`src/rtl/panda_lsu_ctrl.sv`:
```
// Load/store sequencer: turns one execute-stage command into one or two aligned
// req/gnt/rvalid bus transactions, then merges and extends the returned load data.
module panda_lsu_ctrl #(
  parameter bit ALLOW_MISALIGNED = 1'b1
) (
  input  logic        clk_i,
  input  logic        rst_i,
  input  logic        req_i,
  input  logic        we_i,
  input  logic [1:0]  width_i,
  input  logic        sign_ext_i,
  input  logic [31:0] addr_i,
  input  logic [31:0] wdata_i,
  output logic        busy_o,
  output logic        done_o,
  output logic        err_o,
  output logic [31:0] rdata_o,
  output logic        data_req_o,
  input  logic        data_gnt_i,
  input  logic        data_rvalid_i,
  input  logic        data_err_i,
  output logic [31:0] data_addr_o,
  output logic        data_we_o,
  output logic [3:0]  data_be_o,
  output logic [31:0] data_wdata_o,
  input  logic [31:0] data_rdata_i
);

  typedef enum logic [1:0] {
    LSU_WIDTH_BYTE = 2'b00,
    LSU_WIDTH_HALF = 2'b01,
    LSU_WIDTH_WORD = 2'b10
  } lsu_width_e;

  typedef enum logic [2:0] {
    IDLE, GNT0, RVALID0, GNT1, RVALID1, DONE
  } state_e;

  state_e      state_q, state_d;
  logic        we_q, sign_q, split_q, err_q;
  logic [1:0]  width_q, off_q;
  logic [3:0]  be1_q;
  logic [31:0] rdata0_q, rdata_q;
  logic [31:0] addr_q, wdata_q;
  logic [3:0]  be_q;

  // Lane math on the incoming command
  logic [3:0]  mask_in;
  logic [7:0]  be_full;
  logic        split_in, illegal_in;
  logic [63:0] wdata_rot64;

  // NOTE: every always_comb output gets a default first so no path can infer a latch.
  always_comb begin
    mask_in = 4'h0;
    case (width_i)
      LSU_WIDTH_BYTE: mask_in = 4'h1;
      LSU_WIDTH_HALF: mask_in = 4'h3;
      LSU_WIDTH_WORD: mask_in = 4'hF;
      default:        mask_in = 4'h0;
    endcase
  end

  assign be_full     = {4'h0, mask_in} << addr_i[1:0];
  assign split_in    = |be_full[7:4];
  assign illegal_in  = (width_i == 2'b11) || (split_in && !ALLOW_MISALIGNED);
  assign wdata_rot64 = {wdata_i, wdata_i} << {addr_i[1:0], 3'b000};

  // Load merge: second word (if any) sits above the first before shifting down
  logic [31:0] merge_hi, merge_lo, load_ext;
  logic [63:0] merged;

  assign merge_hi = (state_q == RVALID1) ? data_rdata_i : 32'h0;
  assign merge_lo = (state_q == RVALID1) ? rdata0_q : data_rdata_i;
  assign merged   = {merge_hi, merge_lo} >> {off_q, 3'b000};

  always_comb begin
    load_ext = merged[31:0];
    case (width_q)
      LSU_WIDTH_BYTE: load_ext = {{24{sign_q & merged[7]}}, merged[7:0]};
      LSU_WIDTH_HALF: load_ext = {{16{sign_q & merged[15]}}, merged[15:0]};
      default:        load_ext = merged[31:0];
    endcase
  end

  always_comb begin
    state_d = state_q;
    case (state_q)
      IDLE:    if (req_i) state_d = illegal_in ? DONE : GNT0;
      GNT0:    if (data_gnt_i) state_d = RVALID0;
      RVALID0: if (data_rvalid_i) state_d = (data_err_i || !split_q) ? DONE : GNT1;
      GNT1:    if (data_gnt_i) state_d = RVALID1;
      RVALID1: if (data_rvalid_i) state_d = DONE;
      DONE:    state_d = IDLE;
      default: state_d = IDLE;
    endcase
  end

  // NOTE: sequential state uses non-blocking assignments only, so every register
  // samples the pre-edge values of the others.
  always_ff @(posedge clk_i or posedge rst_i) begin
    if (rst_i) state_q <= IDLE;
    else       state_q <= state_d;
  end

  always_ff @(posedge clk_i or posedge rst_i) begin
    if (rst_i) begin
      we_q     <= 1'b0;
      sign_q   <= 1'b0;
      split_q  <= 1'b0;
      err_q    <= 1'b0;
      width_q  <= 2'b00;
      off_q    <= 2'b00;
      be1_q    <= 4'h0;
      rdata0_q <= 32'h0;
      rdata_q  <= 32'h0;
      addr_q   <= 32'h0;
      wdata_q  <= 32'h0;
      be_q     <= 4'h0;
    end else begin
      case (state_q)
        IDLE: if (req_i) begin
          we_q    <= we_i;
          sign_q  <= sign_ext_i;
          split_q <= split_in;
          err_q   <= illegal_in;
          width_q <= width_i;
          off_q   <= addr_i[1:0];
          be1_q   <= be_full[7:4];
          rdata_q <= 32'h0;
          addr_q  <= {addr_i[31:2], 2'b00};
          be_q    <= be_full[3:0];
          wdata_q <= wdata_rot64[63:32];
        end
        RVALID0: if (data_rvalid_i) begin
          if (data_err_i) begin
            err_q <= 1'b1;
          end else if (split_q) begin
            rdata0_q <= data_rdata_i;
            addr_q   <= addr_q + 32'd4;
            be_q     <= be1_q;
          end else if (!we_q) begin
            rdata_q <= load_ext;
          end
        end
        RVALID1: if (data_rvalid_i) begin
          if (data_err_i) err_q <= 1'b1;
          else if (!we_q) rdata_q <= load_ext;
        end
        DONE: begin
          err_q   <= 1'b0;
          rdata_q <= 32'h0;
        end
        default: ;
      endcase
    end
  end

  // All outputs decode directly from registers, so reset clears them asynchronously
  assign busy_o       = (state_q != IDLE);
  assign done_o       = (state_q == DONE);
  assign err_o        = done_o & err_q;
  assign rdata_o      = rdata_q;
  assign data_req_o   = (state_q == GNT0) || (state_q == GNT1);
  assign data_addr_o  = addr_q;
  assign data_we_o    = we_q;
  assign data_be_o    = be_q;
  assign data_wdata_o = wdata_q;

endmodule

```
`config.mk`:
```
export PLATFORM = sky130hd
export DESIGN_NAME = panda_lsu_ctrl
export DESIGN_NICKNAME = d
export VERILOG_FILES = /design/src/rtl/panda_lsu_ctrl.sv
export SDC_FILE = /design/constraint.sdc
export NUM_CORES = 1
export LEC_CHECK = 0
export CORE_UTILIZATION = 50
export DETAILED_ROUTE_END_ITERATION = 8
export GPL_TIMING_DRIVEN = 0
export PLACE_DENSITY = 0.88
export SETUP_SLACK_MARGIN = 0.15
export SYNTH_ARGS = -nofsm -noshare
export SYNTH_HDL_FRONTEND = slang
export SYNTH_SLANG_ARGS = --single-unit
```
`constraint.sdc`:
```
create_clock -name clk_i -period 6.75 [get_ports clk_i]
set_clock_uncertainty 0.15 [all_clocks]
set_input_delay 1.35 -clock clk_i [delete_from_list [all_inputs] [get_ports clk_i]]
set_output_delay 1.35 -clock clk_i [all_outputs]
set_load 0.01 [all_outputs]
```
After elaboration in Yosys (flattened, before gate mapping). Index checks and enable logic that the tools add are counted.

Word-level logic and storage cells: 93. Input bits: 106. Register bits: 147. Output and inout bits: 105.

Reduce and logical (&&, ||, !) cells: 18. Add/sub/neg operators: 1. Equal/unequal tests: 20. Mux-type cells: 34. Bitwise operators: 4. Shift operators: 3.

Operators by type and width (number): $mux W32 (13); $pmux W32 S2 (2); $pmux W32 S4 (1); $shl A64 B5 Y64 (1); $shr A64 B5 Y32 (1); $add A32 B3 Y32 const B (1); $mux W3 (7); $ne A2 B2 Y1 const B (9); $mux W4 (4); $pmux W3 S5 (1); $pmux W4 S3 (1); $reduce_and A5 Y1 (2); $pmux W4 S2 (1); $reduce_and A4 Y1 (2); $shl A4 B2 Y8 (1); $reduce_and A7 Y1 (1); $eq A3 B2 Y1 const B (2); $eq A3 B3 Y1 const B (2); $reduce_bool A3 Y1 (2); $eq A2 B1 Y1 const B (2); $eq A2 B2 Y1 const B (2); $logic_not A2 Y1 (2); $ne A2 B1 Y1 const B (2); $reduce_bool A4 Y1 (1); 12 further kinds (17).

Depth between registers and ports, before layout. Gate-level depths: netlist (run 1).

Depth in word-level cells: 10. Depth in mapped cells: 9. Depth with buffers taken out: 7.

Worst setup path after synthesis (run 1). No wires, ideal clock.

Path type: input-to-reg. Start: input port addr_i[1]. End: register wdata_q[10] (netlist: data_wdata_o[10]). Path slack: 3593 ps. Stages: 6. Buffers on the path: 3. Arrival: 2890 ps. Setup time: 117 ps. Required time: 6483 ps. Cells stage by stage: clkbuf_1 clkbuf_1 clkbuf_1 mux4_2 nand2_1 nand2_1.

Longest elaborated chain between the ends: 1.

Ends and longest elaborated chain: start, declared (line 12) `input logic [31:0] addr_i,`; $shl A64 B5 Y64 (line 67) `assign wdata_rot64 = {wdata_i, wdata_i} << {addr_i[1:0], 3'b000};`; end signal, assigned (line 133) `wdata_q <= wdata_rot64[63:32];`; end, declared (line 44) `logic [31:0] addr_q, wdata_q;`.

No other way between the ends. A chain may end at the register's enable or synchronous reset.

Worst setup path in the final report (run 1).
Start: input port data_err_i. End: register rdata0_q[26].

Longest elaborated chain between the ends: 2.

Ends and longest elaborated chain: start, declared (line 21) `input logic data_err_i,`; $not A1 Y1 (no source line); $reduce_and A4 Y1 (no source line); end signal, assigned (line 139) `rdata0_q <= data_rdata_i;`; end, declared (line 43) `logic [31:0] rdata0_q, rdata_q;`.

No other way between the ends.

==> metrics, run 1 <==
Final Hold Viols=0; Internal Pwr Total=2920 µW; CP endpoint=rdata0_q[26]; Max-cap violations=1; Avg Cell Area, Syn=9.95 µm²; Port Buffers=207; fin nets=1,201; Die Y=133 µm; Slew headroom=-0.0463; Clock Tree Root=clkbuf_16; largest net degree at the start of global routing=76; Yosys warning total=0; Tmin final=4.00 ns; RSZ-0062 raised after global routing=false; Residual DRC=0; number of synthesized register bits=144; Initial Util=0.515; Total Power=4820 µW; Finish-stage setup viols=0; WL met2=13,100 µm; initial antenna violation count=0; routed vias=8,358; Sequential Power Share=0.309; H-tree depth=4; CTS Hold Buffers Added=0; Worst Hold Class=reg -> reg; Distinct cells, synth=58; Worst R2R Setup Slack=3.63 ns; Inst Count DP=1,293; synthesized area=8600 µm²; Placer Congestion=0.914; commonest non-fill, non-tap cell in the layout=clkdlybuf4s50_1; post_cts resized=0; Post-synth ARST share=1.00; share of layout cells above drive strength 1=0.128; DR top layer=met4; switching share of total power=0.393; PD cells=414 nW/µm²; failing checks=max-capacitance violations, max-slew violations; routed len/inst=21.1 µm; clock share of power=0.212; Gate power share=0.478; Core ar.=16,700 µm²; clk buf depth=2; CP required=6.90 ns; Die Width=133 µm; DR WL met3=2830 µm; area grow syn2layout=35.2%; DR iter-0 viols=936; full die area=17,700 µm²; status=complete, but fails checks; Lkg Pwr=0.00490 µW; maximum VDD drop=0.000255 V; Seq/Total Area, Yosys=0.419; Post-CTS Setup Bufs=0; Final WS setup=2.75 ns; Clock Sinks=144; HPWL after detailed placement=20,100 µm; Critical Path Stages=6; slowest CP cell=clkbuf_1; gr ovfl total=0; Max Transition Viols Final=9; Net Sw Power=1890 µW; Total Routing Usage GR=0.326; CTS clk-pin slew, worst paths=0.06 ns; DRT antenna net count=0; Crit Reg-Reg Endpoint=rdata_o[24]; crit end category=flop; number of synthesized flops with an enable pin=0; CTS Buf Count=17; WS Path Type=in -> reg; most frequent CP cell=clkbuf_1; Main synth FF type=dfrtp_1; crit start category=input pin; Fmax=250 MHz; Gate Count Post-Synth=864; crit-path max cell delay=0.73 ns; most frequent cells in the layout=clkdlybuf4s50_1, nand2_1, dfrtp_1; Worst R2R Path Depth=7; diodes inserted=0; crit-path cells=clkdlybuf4s50_1 > nor4b_1 > and3_1 > clkbuf_1 > clkbuf_1 > mux2_2; Max Fanout on Critical Path=10; worst slew pin tran=1.56 ns; IO Count=211; # rows=47; CTS tree=yes; final period utilization=0.592; pre-CTS setup slack=2.39 ns; via count of the first global-routing pass=8,174; Via density=6.31; Non-Filler Instances=1,325; drt pass-1 iters=6; clk_lat worst skew=0.43 ns; first-pass GRT wire length=44,400 µm; CP Buf/Inv Count=3; Largest delay share family, worst path=buffers and inverters; final WL=27,900 µm; Worst Path Arrival=4.15 ns; crit path launch=data_err_i; M1 WL=10,700 µm; Reg-to-Reg Start=state_q[1]
-- flip-flops by register name, summed over array words and instances, names as in the netlist, 2 cells and up --
| signal | cells |
|---|---|
| rdata0_q | 32 |
| data_wdata_o | 32 |
| data_addr_o | 30 |
| rdata_o | 32 |
| state_q | 3 |
| be1_q | 3 |
| data_be_o | 4 |
| off_q | 2 |
| width_q | 2 |
-- cell usage after synthesis, types with 6 or more instances --
library cell / count / share of area
and2_1: 7 / 0.0051
a221o_1: 8 / 0.0093
buf_2: 7 / 0.0041
and3_1: 10 / 0.0073
clkbuf_1: 53 / 0.023
a31oi_1: 7 / 0.0051
mux2_2: 40 / 0.052
inv_1: 6 / 0.0026
a21oi_1: 43 / 0.025
nor2_1: 37 / 0.016
mux2i_1: 59 / 0.069
o22a_1: 10 / 0.010
nand4_1: 11 / 0.0080
or3_1: 6 / 0.0044
o22ai_1: 9 / 0.0065
a2bb2oi_1: 7 / 0.0071
dfrtp_1: 144 / 0.42
buf_1: 6 / 0.0026
nand3_1: 23 / 0.013
nand2_1: 173 / 0.076
a22oi_1: 10 / 0.0087
o211ai_1: 21 / 0.018
o21ai_0: 56 / 0.033
mux4_2: 40 / 0.10
-- how the worst min path moves through the flow --
stage	from	to	depth (start not counted)
6_report	data_wdata_o[23]	data_wdata_o[23]	2
2_1_floorplan	be1_q[2]	be1_q[2]	2
5_1_grt	data_wdata_o[6]	data_wdata_o[6]	2
3_3_place_gp	data_wdata_o[16]	data_wdata_o[16]	2
3_5_place_dp	data_wdata_o[6]	data_wdata_o[6]	2
4_1_cts	data_wdata_o[6]	data_wdata_o[6]	2
-- worst min-delay path, delay by kind of cell (launching register included) --
| family | cells | cell delay, ns |
|---|---|---|
| simple gates | 2 | 0.10 |
| flops | 1 | 0.34 |
-- logic make-up after synthesis --
group | share of synthesized area
and+or+nand+nor | 0.157
AOI/OAI and AO/OA | 0.152
DFF | 0.419
muxes | 0.226
buffers and inverters | 0.0412
adders and majority gates | 0.00436
other | 0.000436
-- layout make-up --
class | count | area (µm²)
Tap cell | 220 | 275
Timing Repair Buffer | 208 | 2100
Inverter | 6 | 27.5
Sequential cell | 144 | 3600
Fill cell | 1244 | 5070
Multi-Input combinational cell | 641 | 4650
Clock buffer | 18 | 439
Clock inverter | 14 | 205
Buffer | 74 | 332
-- power by group through the flow --
stage          combinational, µW  sequential (µW)  clock [µW]
2_1_floorplan               1200             1530           0
3_3_place_gp                2200             1470           0
3_5_place_dp                2250             1490           0
4_1_cts                     2270             1480        1030
5_1_grt                     2470             1530        1070
6_report                    2300             1490        1020
-- layer usage --
metal / up-vias / GRT usage
met5: - / 0
met4: 0 / 0.169
met3: 105 / 0.0772
met2: 597 / 0.516
met1: 4008 / 0.420
li1: 3648 / -
-- stage by stage --
stage	instance area, µm²	hold slack [ns]	TNS, ns	utilization
final	11600	0.314	0	0.696
after global routing	11600	0.339	0	0.696
after CTS	11600	0.320	0	0.696
after detailed placement	11000	0.307	0	0.658
after global placement	11000	0.299	-90.53	0.656
after floorplan	8600	0.295	0	-
No activity file was read; power rests on OpenSTA's default activity.
==> run 2: changes to the inputs <==
--- a/config.mk
+++ b/config.mk
@@ -5,10 +5,10 @@
 export SDC_FILE = /design/constraint.sdc
 export NUM_CORES = 1
 export LEC_CHECK = 0
-export CORE_UTILIZATION = 50
+export CORE_UTILIZATION = 46
 export DETAILED_ROUTE_END_ITERATION = 8
 export GPL_TIMING_DRIVEN = 0
-export PLACE_DENSITY = 0.88
+export PLACE_DENSITY = 0.85
 export SETUP_SLACK_MARGIN = 0.15
 export SYNTH_ARGS = -nofsm -noshare
 export SYNTH_HDL_FRONTEND = slang
==> constraint.sdc (replaced) <==
create_clock -name clk_i -period 3.45 [get_ports clk_i]
set_clock_uncertainty 0.15 [all_clocks]
set_input_delay 0.69 -clock clk_i [delete_from_list [all_inputs] [get_ports clk_i]]
set_output_delay 0.69 -clock clk_i [all_outputs]
set_load 0.01 [all_outputs]
==> run 2 against run 1 <==
- the run ends with design-rule violations left
- clock power increased by 90%
- setup slack got worse by 2.5 ns
- critical endpoint is now rdata0_q[14]
- highest routed layer unchanged
- count of clock-buffer cells in the layout decreased by 1
- first-iteration DRC count increased by 0.21%
- non-clock buffer count increased by 2
- combinational power increased by 96%
- sequential share of layout area about the same
- critical path depth unchanged
- cell count increased by 0.83%
- utilization decreased by 5.5 points
==> metrics, run 2 (same netlist as run 1, synthesis figures left out) <==
final WL=28,000 µm (+0.20%); Tmin final=3.22 ns; IO Count=211 (unchanged); Residual DRC=8 (+8); diodes inserted=0 (unchanged); Clock Tree Root=clkbuf_16; crit end category=flop; worst slew pin tran=1.37 ns (-0.186 ns); hold depth=2 (unchanged); Slew headroom=0.0785 (+0.125); Post-CTS Setup Bufs=0 (unchanged); Worst Hold Class=reg -> reg; Worst Path Arrival=3.38 ns (-0.77 ns); gr ovfl total=0 (unchanged); CTS Hold Buffers Added=0 (unchanged); WS Path Type=in -> reg; Core ar.=18,100 µm² (+8.7%); fin area=11,600 µm² (about the same); clk_lat worst skew=0.44 ns (about the same); Max Fanout on Critical Path=10 (unchanged); routed len/inst=20.9 µm (-0.62%); H-tree depth=4 (unchanged); Worst R2R Setup Slack=0.55 ns (-3.08 ns); Final Util=0.641 (-0.0552); area grow syn2layout=35.3% (about the same); PD cells=804 nW/µm² (+94%); commonest non-fill, non-tap cell in the layout=clkdlybuf4s50_1; share of layout cells above drive strength 1=0.129 (+0.00158); first-pass GRT wire length=43,800 µm (-1.4%); Max Transition Viols Final=0 (-9); Reg-to-Reg Start=state_q[2]; full die area=19,200 µm² (+8.6%); final period utilization=0.933; post_cts resized=0 (unchanged); initial antenna violation count=0 (unchanged); failing checks=design-rule violations; Die Y=139 µm (+4.2%); RSZ-0062 raised after global routing=false; Final Hold Viols=0 (unchanged); CP endpoint=rdata0_q[14]; Initial Util=0.474 (-0.0410); DR iter-0 viols=938 (+0.21%); status=complete, but fails checks; maximum VDD drop=0.000458 V (+80%); clk buf depth=2 (unchanged); Crit Reg-Reg Endpoint=rdata0_q[14]; Via density=6.31 (about the same); DRT antenna net count=0 (unchanged); largest net degree at the start of global routing=44 (-42%); Clock Sinks=144 (unchanged); most frequent cells in the layout=clkdlybuf4s50_1, nand2_1, dfrtp_1; Lkg Pwr=0.00491 µW (about the same); Total Routing Usage GR=0.293 (-0.0334); crit start category=input pin; CTS Buf Count=17 (unchanged); Finish-stage setup viols=0 (unchanged); crit path launch=data_err_i; Fmax=311 MHz; CTS clk-pin slew, worst paths=0.06 ns (about the same); CP required=3.61 ns (-3.29 ns); # rows=49 (+4.3%); HPWL after detailed placement=20,500 µm (+2.0%); CTS tree=yes; Max-cap violations=0 (-1); drt pass-1 iters=7 (+1); Port Buffers=207 (unchanged); Worst R2R Path Depth=6 (-1); Placer Congestion=0.921 (+0.75%); fin nets=1,203 (+0.17%); routed vias=8,432 (+0.89%); Die Width=139 µm (+4.2%); via count of the first global-routing pass=8,070 (-1.3%); placed cell area=11,000 µm² (+0.39%)
-- run 2: changes by cell type in the layout (fill, tap and decap cells not counted) --
cell,previous run,this run
clkbuf_8,1,0
inv_6,3,8
buf_16,1,0
buf_12,0,3
clkinv_4,6,0
inv_8,0,4
bufinv_16,4,2
-- run 2: worst min path at each step --
stage,from,endpoint
final,data_wdata_o[7],data_wdata_o[7]
after global placement,data_wdata_o[6],data_wdata_o[6]
after CTS,data_wdata_o[7],data_wdata_o[7]
after floorplan,be1_q[2],be1_q[2]
after global routing,data_wdata_o[2],data_wdata_o[2]
after detailed placement,data_wdata_o[7],data_wdata_o[7]
-- run 2: per-stage QoR --
stage	hold slack [ns]	TNS, ns	instances	setup WS (ns)	power, µW
after floorplan	0.295	0	865	0.805	5350
final	0.314	0	1336	0.232	9360
after detailed placement	0.305	-3.60	1304	-0.168	7340
after CTS	0.319	0	1336	0.282	9310
after global routing	0.344	0	1336	0.200	9830
after global placement	0.301	-74.77	1301	-0.506	7210
-- run 2: per-layer routing --
metal	GRT usage	part of all wire	vias to the layer above
met1	0.378	0.38	4069
li1	-	-	3642
met5	0	0	-
met2	0.459	0.47	614
met4	0.173	0.050	0
met3	0.0604	0.096	107
-- run 2: critical path, cell delays in order --
cell and delay (ns):
clkdlybuf4s50_1 0.51, nor4b_1 0.52, and3_1 0.23, clkbuf_1 0.39
clkbuf_1 0.61, mux2_2 0.42
-- run 2: cell type report --
class	instances	area (µm²)
clock inverter	15	183
inverter	6	26.3
buffer	74	332
fill	1458	6510
tap	229	287
sequential	144	3600
clock buffer	17	425
timing repair buffer	210	2130
multi-input combinational	641	4650
-- run 2: power by group --
| group | total (µW) | switching, µW | leakage, µW | internal, µW |
|---|---|---|---|---|
| combinational | 4510 | 2390 | 0.00278 | 2120 |
| sequential | 2910 | 553 | 0.00183 | 2360 |
| clock | 1940 | 833 | 0.000298 | 1100 |
